File: config.mk
export PLATFORM = sky130hd
export DESIGN_NAME = rsa_modexp_ctrl
export DESIGN_NICKNAME = d
export VERILOG_FILES = /design/src/rtl/rsa_modexp_ctrl.sv
export SDC_FILE = /design/constraint.sdc
export NUM_CORES = 1
export LEC_CHECK = 0
export ABC_CLOCK_PERIOD_IN_PS = 5500
export CAP_MARGIN = 40
export CORE_ASPECT_RATIO = 2
export CORE_MARGIN = 5
export CORE_UTILIZATION = 50
export DETAILED_ROUTE_END_ITERATION = 8
export PLACE_DENSITY = 0.8
export SLEW_MARGIN = 20
export SYNTH_ARGS = -nofsm -noshare
export SYNTH_HDL_FRONTEND = slang
export SYNTH_SLANG_ARGS = --single-unit
File: constraint.sdc
create_clock -name clk -period 5.5 [get_ports clk]
set_input_delay 1.375 -clock clk [delete_from_list [all_inputs] [get_ports clk]]
set_output_delay 1.375 -clock clk [all_outputs]
set_load 0.02 [all_outputs]
File: src/rtl/rsa_modexp_ctrl.sv
// rsa_modexp_ctrl: sequential square-and-multiply engine, Result = Msg^Exp mod Mod.
// Drives the select of an external N-bit 2:1 operand MUX and consumes its output.
// The MUX returns the running residue R when sel=0 (square) and Msg when sel=1 (multiply).
// The modular product is formed bit-serially by an interleaved shift-add multiplier.
//
// Optional feature macro: RSA_CONST_TIME_EN. When it is defined, MUL runs for every
// exponent bit and discards the product for clear bits, so latency is fixed.
//
// Ports:
//   clk      rising-edge clock
//   rst_n    asynchronous active-low reset
//   start    request, sampled only in IDLE
//   Msg      base, latched on accept
//   Exp      exponent, latched on accept
//   Mod      modulus, latched on accept
//   sel      operand-MUX select (0 = R, 1 = Msg)
//   mux_out  operand-MUX output
//   busy     high from accept through the done cycle
//   done     one-cycle pulse; Result and err are valid
//   err      illegal-operand flag, held until the next accept
//   Result   residue, held until the next done
module rsa_modexp_ctrl #(
    parameter int unsigned N = 6
) (
    input  logic         clk,
    input  logic         rst_n,
    input  logic         start,
    input  logic [N-1:0] Msg,
    input  logic [N-1:0] Exp,
    input  logic [N-1:0] Mod,
    output logic         sel,
    input  logic [N-1:0] mux_out,
    output logic         busy,
    output logic         done,
    output logic         err,
    output logic [N-1:0] Result
);

    localparam int unsigned IW = (N > 1) ? $clog2(N) : 1;

    localparam logic [2:0] IDLE  = 3'd0;
    localparam logic [2:0] CHECK = 3'd1;
    localparam logic [2:0] SQR   = 3'd2;
    localparam logic [2:0] MUL   = 3'd3;
    localparam logic [2:0] DONE  = 3'd4;

    logic [2:0]    state_q;
    logic [N-1:0]  msg_q, exp_q, mod_q;
    logic [N-1:0]  r_q;
    logic [N:0]    p_q;
    logic [IW-1:0] idx_q;   // exponent bit being processed
    logic [IW-1:0] step_q;  // multiplier bit of R being consumed

    logic [N:0]    p_dbl, p_add;
    logic [N-1:0]  r_new;
    logic          go_mul, last_bit;

    // One interleaved multiplier step. P < Mod on entry, so every value fits N+1 bits.
    always_comb begin
        p_dbl = p_q + p_q;
        if (p_dbl >= {1'b0, mod_q}) p_dbl = p_dbl - {1'b0, mod_q};
        p_add = p_dbl;
        if (r_q[step_q]) begin
            p_add = p_dbl + {1'b0, mux_out};
            if (p_add >= {1'b0, mod_q}) p_add = p_add - {1'b0, mod_q};
        end
    end

    always_comb begin
        r_new = p_add[N-1:0];
        // Only reachable with constant-time MUL: a clear bit keeps R.
        if (state_q == MUL && !exp_q[idx_q]) r_new = r_q;
        last_bit = (idx_q == '0);
`ifdef RSA_CONST_TIME_EN
        go_mul = 1'b1;
`else
        go_mul = exp_q[idx_q];
`endif
    end

    always_ff @(posedge clk or negedge rst_n) begin
        if (!rst_n) begin
            state_q <= IDLE;
            msg_q   <= '0;
            exp_q   <= '0;
            mod_q   <= '0;
            r_q     <= '0;
            p_q     <= '0;
            idx_q   <= '0;
            step_q  <= '0;
            sel     <= 1'b0;
            busy    <= 1'b0;
            done    <= 1'b0;
            err     <= 1'b0;
            Result  <= '0;
        end else begin
            done <= 1'b0;
            case (state_q)
                IDLE: begin
                    if (start) begin
                        msg_q   <= Msg;
                        exp_q   <= Exp;
                        mod_q   <= Mod;
                        err     <= 1'b0;
                        r_q     <= N'(1);
                        idx_q   <= IW'(N - 1);
                        busy    <= 1'b1;
                        state_q <= CHECK;
                    end
                end
                CHECK: begin
                    if (mod_q == '0 || msg_q >= mod_q) begin
                        err     <= 1'b1;
                        Result  <= '0;
                        done    <= 1'b1;
                        state_q <= DONE;
                    end else if (mod_q == N'(1)) begin
                        Result  <= '0;
                        done    <= 1'b1;
                        state_q <= DONE;
                    end else begin
                        sel     <= 1'b0;
                        p_q     <= '0;
                        step_q  <= IW'(N - 1);
                        state_q <= SQR;
                    end
                end
                SQR, MUL: begin
                    if (step_q != '0) begin
                        p_q    <= p_add;
                        step_q <= step_q - IW'(1);
                    end else begin
                        // Last step of this product: commit R and pick the next operation.
                        r_q    <= r_new;
                        p_q    <= '0;
                        step_q <= IW'(N - 1);
                        if (state_q == SQR && go_mul) begin
                            sel     <= 1'b1;
                            state_q <= MUL;
                        end else if (!last_bit) begin
                            idx_q   <= idx_q - IW'(1);
                            sel     <= 1'b0;
                            state_q <= SQR;
                        end else begin
                            Result  <= r_new;
                            done    <= 1'b1;
                            state_q <= DONE;
                        end
                    end
                end
                DONE: begin
                    busy    <= 1'b0;
                    state_q <= IDLE;
                end
                default: state_q <= IDLE;
            endcase
        end
    end

endmodule

After elaboration in Yosys (flattened, before gate mapping) --
Cells that the tools add are included.
Word-level totals: input port bits 27, bits in writable memories 0, logic and storage cells 115, register bits 50, output and inout port bits 10, bits in read-only memories 0, latch bits 0, memories kept 0
Operators by class: equal/unequal tests 15, $lt $le $gt $ge 5, multiply operators 0, bitwise gates (word level) 0, reduce and logical (&&, ||, !) cells 22, multiplexer cells 54, shifts and indexed selects 0, divide/modulo/power cells 0, $add $sub $neg 6
Operator list (number):
- $mux 6 | 8
- $mux 7 | 6
- $mux 3 | 13
- $pmux 6 s2 | 2
- $ne 2x2->1 const B | 8
- $mux 1 | 15
- $reduce_and 5->1 | 3
- $ge 7x6->1 | 2
- $pmux 7 s2 | 1
- $sub 7x6->7 | 2
- $pmux 3 s2 | 2
- $pmux 3 s3 | 1
- $reduce_and 3->1 | 3
- $lt 3x4->1 const B | 2
- $pmux 1 s2 | 4
- $reduce_bool 2->1 | 4
- $add 7x6->7 | 1
- $add 7x7->7 | 1
- $bmux 1 s3 | 2
- $eq 3x2->1 const B | 2
- $eq 6x1->1 const B | 1
- $ge 6x6->1 | 1
- $logic_not 3->1 | 2
- $logic_not 6->1 | 1
- 10 further kinds | 15

Depth between registers and ports, before layout --
Gate-level depths: netlist of run 1.
depth in word-level cells 12, gate-level depth with buffers 22, mapped depth without buffers 22

Worst setup path before layout of run 1 --
No wires, ideal clock.
path kind reg-to-reg, start register mod_q[1], end register Result[4], setup time 126 ps, setup slack 765 ps, required time 5374 ps, path buffers 0, data arrival time 4609 ps, cell stages (with the launch flop) 20, clock period less this slack 4735 ps, path through dfrtp_1 -> inv_1 -> ha_1 -> ha_1 -> nor4_1 -> o211ai_2 -> mux2i_1 -> inv_1 -> ha_1 -> a211oi_1 -> o21bai_1 -> a21oi_1 -> xnor2_1 -> ha_1 -> and2_1 -> a221oi_1 -> o21ai_0 -> o31ai_1 -> o221ai_1 -> a221o_1
Between the ends: longest elaborated chain between the ends 11, elaborated cells on any way between the ends 20, classes of those cells 3 x add/sub; 3 x order compare; 2 x eq/ne; 9 x mux; 3 x reduce/logical
Ends and longest elaborated chain:
- from (decl) | line 48 | logic [N-1:0] msg_q, exp_q, mod_q;
- from (signal assigned) | line 103 | mod_q <= Mod;
- $sub 7x6->7 or $ge 7x6->1 (tied branches) | line 61 | if (p_dbl >= {1'b0, mod_q}) p_dbl = p_dbl - {1'b0, mod_q};
- $mux 7 | line 61
- $add 7x6->7 | line 64 | p_add = p_dbl + {1'b0, mux_out};
- $sub 7x6->7 or $ge 7x6->1 (tied branches) | line 65 | if (p_add >= {1'b0, mod_q}) p_add = p_add - {1'b0, mod_q};
- $mux 7 | line 65
- $mux 7 | line 63 | if (r_q[step_q]) begin
- $mux 6 | line 72 | if (state_q == MUL && !exp_q[idx_q]) r_new = r_q;
- $mux 6 | line 140 | end else if (!last_bit) begin
- $mux 6 | line 137 | if (state_q == SQR && go_mul) begin
- $mux 6 | line 129 | if (step_q != '0) begin
- $pmux 6 s2 | line 98 | case (state_q)
- to (signal assigned) | line 145 | Result <= r_new;
- to (decl) | line 36 | output logic [N-1:0] Result
Parallel ways exist; a longest one is shown, timed or not. The select of a mux whose other input is x is not followed. A chain may end at the register's enable or synchronous reset.

Worst setup path in the final report of run 1 --
Same ends and word-level chain as after synthesis.

==> impl_results.md, run 1 <==
* Status: completed
* Max_cap viols at 0
* Post-synthesis cell area at 3334 sq um
* Core ar. at 6569 sq um
* Most common cell after layout, fill and taps aside: dfrtp_1
* Yosys Warn Count at 0
* DR vias at 2834
* HP Class: flop to flop
* Min Hold Slack at 0.5032 ns
* H-Tree Depth at 2
* Synth Register Bits at 49
* # resized after CTS at 0
* Clk_lat worst skew at 0.30 ns
* Hold depth at 1
* Synth top area share at 36.77%
* Crit path time final at 5.130 ns
* Initial Util at 50.76%
* CP Class: flop to flop
* Sink Count at 49
* CTS Hold Bufs at 0
* Number of port buffers at 36
* Synth async-reset ratio at 100.0%
* Required @ worst endpoint at 5.68 ns
* Rel. slew slack at 56.09%
* Crit Path Max Fanout at 7
* DRC errors left at 0
* Final nets at 447
* Post-Layout Cell Count at 479
* Antenna Cells at 0
* CP endpoint kind: flop
* Initial DRC count at 111
* Total GRT Usage at 22.23%
* RePlAce Congestion at 0.9669
* P&R area growth vs syn at 18.31%
* TritonCTS clock tree: yes
* Max-slew violations at 0
* Clock transition at path regs at 0.07 ns
* Avg Cell Area, Syn at 9.446 sq um
* Syn Inst Count at 353
* Sequential element share of the synthesized area at 36.77%
* CTS root buf: clkbuf_16
* Vias per inst at 5.916
* Most frequent cells in the layout: 49 x dfrtp_1, 36 x nand2_1, 35 x clkdlybuf4s50_1
* Post-CTS setup buffers at 0
* DRT Pass-1 Iters at 4
* Ports at 37
* Fmax at 194.9 MHz
* Worst slew pin tran at 0.6403 ns
* TNS Setup at 0 ns
* Share of layout cells above drive strength 1 at 11.00%
* Post-Syn Nets at 410
* Crit share post-route at 93.28%
* Post-route antenna net violation count at 0
* Post-synth EDFFs at 0
* Die Span Y at 125.5 microns
* Largest net degree at the start of global routing at 34
* Final core utilization at 60.06%
* Post-synth top area cell: dfrtp_1
* Setup crit start kind: flop
* RSZ-0062 raised after global routing: false
* Vias in the first global route at 3074
* DR WL/cell at 18.03 microns
* Hpwl dp at 6.892 mm
* Final Routed Wirelength at 8.637 mm
* Clk buf depth at 2
* Worst EP arrival at 5.31 ns
* Chip Width at 67.75 microns
* First-pass GRT wire length at 14.34 mm
* Area contributors post-synth: dfrtp_1 37%, ha_1 10%, mux2_2 4.7%
* Die ar. at 8501 sq um
* Final Hold Vio Count at 0
* Remaining Overflow, GRT at 0
* Number of antenna violations at the first check in global routing at 0
* Reg2Reg Depth at 20
* Ys flop type: dfrtp_1
* Clk_skew at 0.006248 ns
* # rows at 42
* Endpoints failing setup at 0
* Placed Instances at 471
* Distinct cells, synth at 55
* Inserted Clock Buffers at 5
-- critical path: stages (launching register included) --
cell	delay, ns
dfrtp_1	0.41
inv_1	0.17
ha_1	0.27
ha_1	0.20
nor4_1	0.34
o211ai_2	0.23
mux2i_1	0.35
inv_1	0.08
ha_1	0.30
a211oi_1	0.25
o21bai_1	0.12
a21oi_1	0.18
xnor2_1	0.16
ha_1	0.29
and2_1	0.16
a221oi_1	0.21
o21ai_0	0.19
o31ai_1	0.27
buf_4	0.18
o221ai_1	0.25
a221o_1	0.39
-- kinds of logic (layout without fill, tap and decap cells) --
group,Yosys count,after routing,synth area share (%)
simple gates,104,104,14.93
compound gates,100,100,21.28
flops,49,49,36.77
buf+inv,39,77,4.878
fa+ha+maj,30,30,11.93
mux,21,21,7.580
xor+xnor,10,10,2.627
-- layer usage --
metal	GRT usage (%)	routed length [microns]	vias up
li1	-	-	1341
met1	22.06	3027	1383
met2	39.46	4782	72
met3	3.142	216	38
met4	16.15	612	0
met5	0	0	-
-- Yosys cell counts, types with 4 or more instances --
master and count:
clkbuf_1 7, nand3_1 6, mux2_2 14, xor2_1 4, mux2i_1 5, o221ai_1 4, inv_1 29, a21o_1 10
a211oi_1 4, xnor2_1 6, ha_1 27, a21oi_1 17, o21ai_0 25, nand2b_1 9, or2_2 6, o211ai_1 5
dfrtp_1 49, nor2b_1 4, a221o_1 4, nand2_1 36, a22o_1 9, nor2_1 28
-- state kept, by name, summed over array words and instances, names as in the netlist --
signal   cells
sel          1
msg_q        6
exp_q        6
Result       6
r_q          6
err          1
done         1
state_q      3
idx_q        3
p_q          6
step_q       3
busy         1
mod_q        6
-- final cells by class --
| cell class | instances | area (sq um) |
|---|---|---|
| well taps | 88 | 110.1 |
| multi-input cells | 265 | 1946 |
| repair buffers | 40 | 397.9 |
| fillers | 580 | 2624 |
| flip-flops and latches | 49 | 1226 |
| inverters | 29 | 108.9 |
| clock inverters | 2 | 17.52 |
| clock buffers | 6 | 138.9 |
-- per-stage QoR --
step	instance area, sq um	setup slack (ns)
3_3_place_gp	3769	0.4000
3_5_place_dp	3789	0.3740
6_report	3945	0.3698
4_1_cts	3945	0.3664
5_1_grt	3945	0.04833
2_1_floorplan	3334	0.7646
-- worst paths after layout --
kind | end | slack, ns | startpoint
setup / recovery | Result[4]$_DFFE_PN0P_ | 0.37 | mod_q[1]$_DFFE_PN0P_
hold / removal | exp_q[2]$_DFFE_PN0P_ | 0.50 | exp_q[2]$_DFFE_PN0P_
setup reg to reg | Result[4]$_DFFE_PN0P_ | 0.37 | mod_q[1]$_DFFE_PN0P_
hold reg to reg | exp_q[2]$_DFFE_PN0P_ | 0.50 | exp_q[2]$_DFFE_PN0P_
max in group asynchronous | p_q[5]$_DFFE_PN0P_ | 3.98 | rst_n
min in group asynchronous | exp_q[1]$_DFFE_PN0P_ | 1.01 | rst_n
Power of run 1 is left out: the tool's default activity adds up to more than one toggle a clock period on the data nets, which glitch-free logic cannot reach.
==> inputs of run 2 (changes only) <==
--- a/config.mk
+++ b/config.mk
@@ -12,6 +12,7 @@
 export CORE_UTILIZATION = 50
 export DETAILED_ROUTE_END_ITERATION = 8
 export PLACE_DENSITY = 0.8
+export SKIP_LAST_GASP = 1
 export SLEW_MARGIN = 20
 export SYNTH_ARGS = -nofsm -noshare
 export SYNTH_HDL_FRONTEND = slang
==> results of run 2 <==
No change in the layout: final DEF, timing and power equal those of run 1.
Power of run 2 is left out for the same reason.
==> inputs of run 3 (changes only) <==
--- a/config.mk
+++ b/config.mk
@@ -5,6 +5,7 @@
 export SDC_FILE = /design/constraint.sdc
 export NUM_CORES = 1
 export LEC_CHECK = 0
+export ABC_AREA = 1
 export ABC_CLOCK_PERIOD_IN_PS = 5500
 export CAP_MARGIN = 40
 export CORE_ASPECT_RATIO = 2
==> constraint.sdc (replaced) <==
create_clock -name clk -period 5.5 [get_ports clk]
set_input_delay 1.375 -clock clk [delete_from_list [all_inputs] [get_ports clk]]
set_output_delay 1.375 -clock clk [all_outputs]
set_load 0.05 [all_outputs]
==> impl_results.md, run 3 <==
* P&R area growth vs syn at 18.35%
* Ports at 37
* HP Class: flop to flop
* DRT Pass-1 Iters at 4
* Synth async-reset ratio at 100.0%
* Crit Path Max Fanout at 7
* Largest net degree at the start of global routing at 30
* # fillers at 610
* Final core utilization at 60.94%
* TNS Setup at 0 ns
* Number of port buffers at 36
* Die Span Y at 126.8 microns
* # resized after CTS at 0
* Crit path time final at 4.467 ns
* Antenna Cells at 0
* H-Tree Depth at 2
* Initial DRC count at 221
* Fmax at 223.9 MHz
* Total GRT Usage at 21.76%
* Endpoints failing setup at 0
* Worst slew pin tran at 0.7479 ns
* Clk_lat worst skew at 0.30 ns
* TritonCTS clock tree: yes
* Clock transition at path regs at 0.07 ns
* CP Class: flop to flop
* DRC errors left at 0
* Required @ worst endpoint at 5.68 ns
* Ys flop type: dfrtp_1
* Clk buf depth at 2
* RePlAce Congestion at 0.9691
* Sink Count at 49
* Core ar. at 6621 sq um
* Remaining Overflow, GRT at 0
* Storage cell area at 1226 sq um
* Worst EP arrival at 4.65 ns
* Final nets at 562
* Synth Register Bits at 49
* CTS Hold Bufs at 0
* Max_cap viols at 0
* Crit share post-route at 81.22%
* CTS root buf: clkbuf_16
* Most frequent cell after synthesis: nand2_1
* Distinct cells, synth at 37
* Clk_skew at 0.01004 ns
* Area contributors post-synth: dfrtp_1 36%, nand2_1 17%, ha_1 9.9%
* CP endpoint kind: flop
* Hpwl dp at 6.903 mm
* Post-Syn Nets at 523
* Max-slew violations at 0
* Synth top area share at 35.96%
* Initial Util at 51.49%
* Number of antenna violations at the first check in global routing at 0
* Setup crit start kind: flop
* Share of layout cells above drive strength 1 at 5.138%
* Syn Inst Count at 466
* Avg Cell Area, Syn at 7.317 sq um
* Yosys Warn Count at 0
* Final Hold Vio Count at 0
* Post-synthesis cell area at 3410 sq um
* DR WL/cell at 14.59 microns
* Chip Width at 68.39 microns
* Vias in the first global route at 3357
* Rel. slew slack at 49.81%
* DR vias at 3254
* Post-CTS setup buffers at 0
* Most frequent cells after synthesis: 151 x nand2_1, 63 x inv_1, 49 x dfrtp_1
* Most common cell after layout, fill and taps aside: nand2_1
* Post-synth EDFFs at 0
* Multi-input logic area at 1898 sq um
* Post-route antenna net violation count at 0
* Die ar. at 8670 sq um
* # rows at 42
* Status: completed
* Most frequent cells in the layout: 151 x nand2_1, 63 x inv_1, 49 x dfrtp_1
* Vias per inst at 5.478
* Final Routed Wirelength at 8.665 mm
* Sequential element share of the synthesized area at 35.96%
* RSZ-0062 raised after global routing: false
* Inserted Clock Buffers at 5
* Post-synth top area cell: dfrtp_1
* First-pass GRT wire length at 14.47 mm
[run 3: critical path, cell delays in order (launching register included)]
cell,delay (ns)
dfrtp_1,0.38
inv_1,0.14
ha_1,0.33
ha_1,0.14
nand2_1,0.07
nor2_1,0.14
nand3_1,0.10
nand3_2,0.12
inv_1,0.10
o21ai_0,0.30
inv_1,0.11
fa_1,0.46
o21bai_1,0.21
xnor2_1,0.18
inv_1,0.08
ha_1,0.31
inv_1,0.10
o21bai_1,0.09
a21oi_1,0.14
nand2_1,0.06
inv_1,0.16
nand3_2,0.15
nand2_1,0.09
nand3_1,0.09
nand3_1,0.09
nand2_1,0.08
nand2_1,0.07
nand2_1,0.05
[run 3: per-layer routing]
metal,share of wire (%),wire [microns],global-route usage (%),up-vias
li1,-,-,-,1594
met1,36,3084,20.82,1548
met2,57,4961,40.56,82
met3,2.4,209,3.451,30
met4,4.7,410,12.66,0
met5,0,0,0,-
[run 3: logic make-up (layout without fill, tap and decap cells)]
group | Yosys count | in the layout | share of synthesized area, %
AO/OA/AOI/OAI | 61 | 61 | 10.06
AND/OR/NAND/NOR | 244 | 244 | 31.38
flip-flops | 49 | 49 | 35.96
XOR/XNOR | 10 | 10 | 2.569
buffers and inverters | 72 | 112 | 8.367
adder cells (fa/ha/maj) | 30 | 30 | 11.67
[run 3: layout make-up]
type | instances | share of cell area, %
Clock inverter | 3 | 1.147
Multi-Input combinational cell | 345 | 47.04
Tap cell | 88 | 2.729
Sequential cell | 49 | 30.39
Inverter | 67 | 6.295
Clock buffer | 5 | 3.101
Timing Repair Buffer | 37 | 9.302
[run 3: worst paths after layout]
check,start,to,slack (ns),cells after the start
max in group asynchronous,rst_n,r_q[3]$_DFFE_PN0P_,3.93,2
hold reg to reg,exp_q[3]$_DFFE_PN0P_,exp_q[3]$_DFFE_PN0P_,0.47,2
setup reg to reg,mod_q[1]$_DFFE_PN0P_,r_q[3]$_DFFE_PN0P_,1.03,27
setup / recovery,mod_q[1]$_DFFE_PN0P_,r_q[3]$_DFFE_PN0P_,1.03,27
hold / removal,exp_q[3]$_DFFE_PN0P_,exp_q[3]$_DFFE_PN0P_,0.47,2
min in group asynchronous,rst_n,mod_q[0]$_DFFE_PN0P_,1.04,1
[run 3: per-stage QoR]
stage	cell area, sq um	hold slack, ns	worst slack (ns)	std cells
2_1_floorplan	3410	0.4366	1.637	466
4_1_cts	4035	0.4699	1.072	594
6_report	4035	0.4660	1.033	594
3_5_place_dp	3864	0.4540	0.9586	586
3_3_place_gp	3844	0.4548	1.106	585
5_1_grt	4035	0.5002	0.6657	594
Power of run 3 is left out for the same reason.
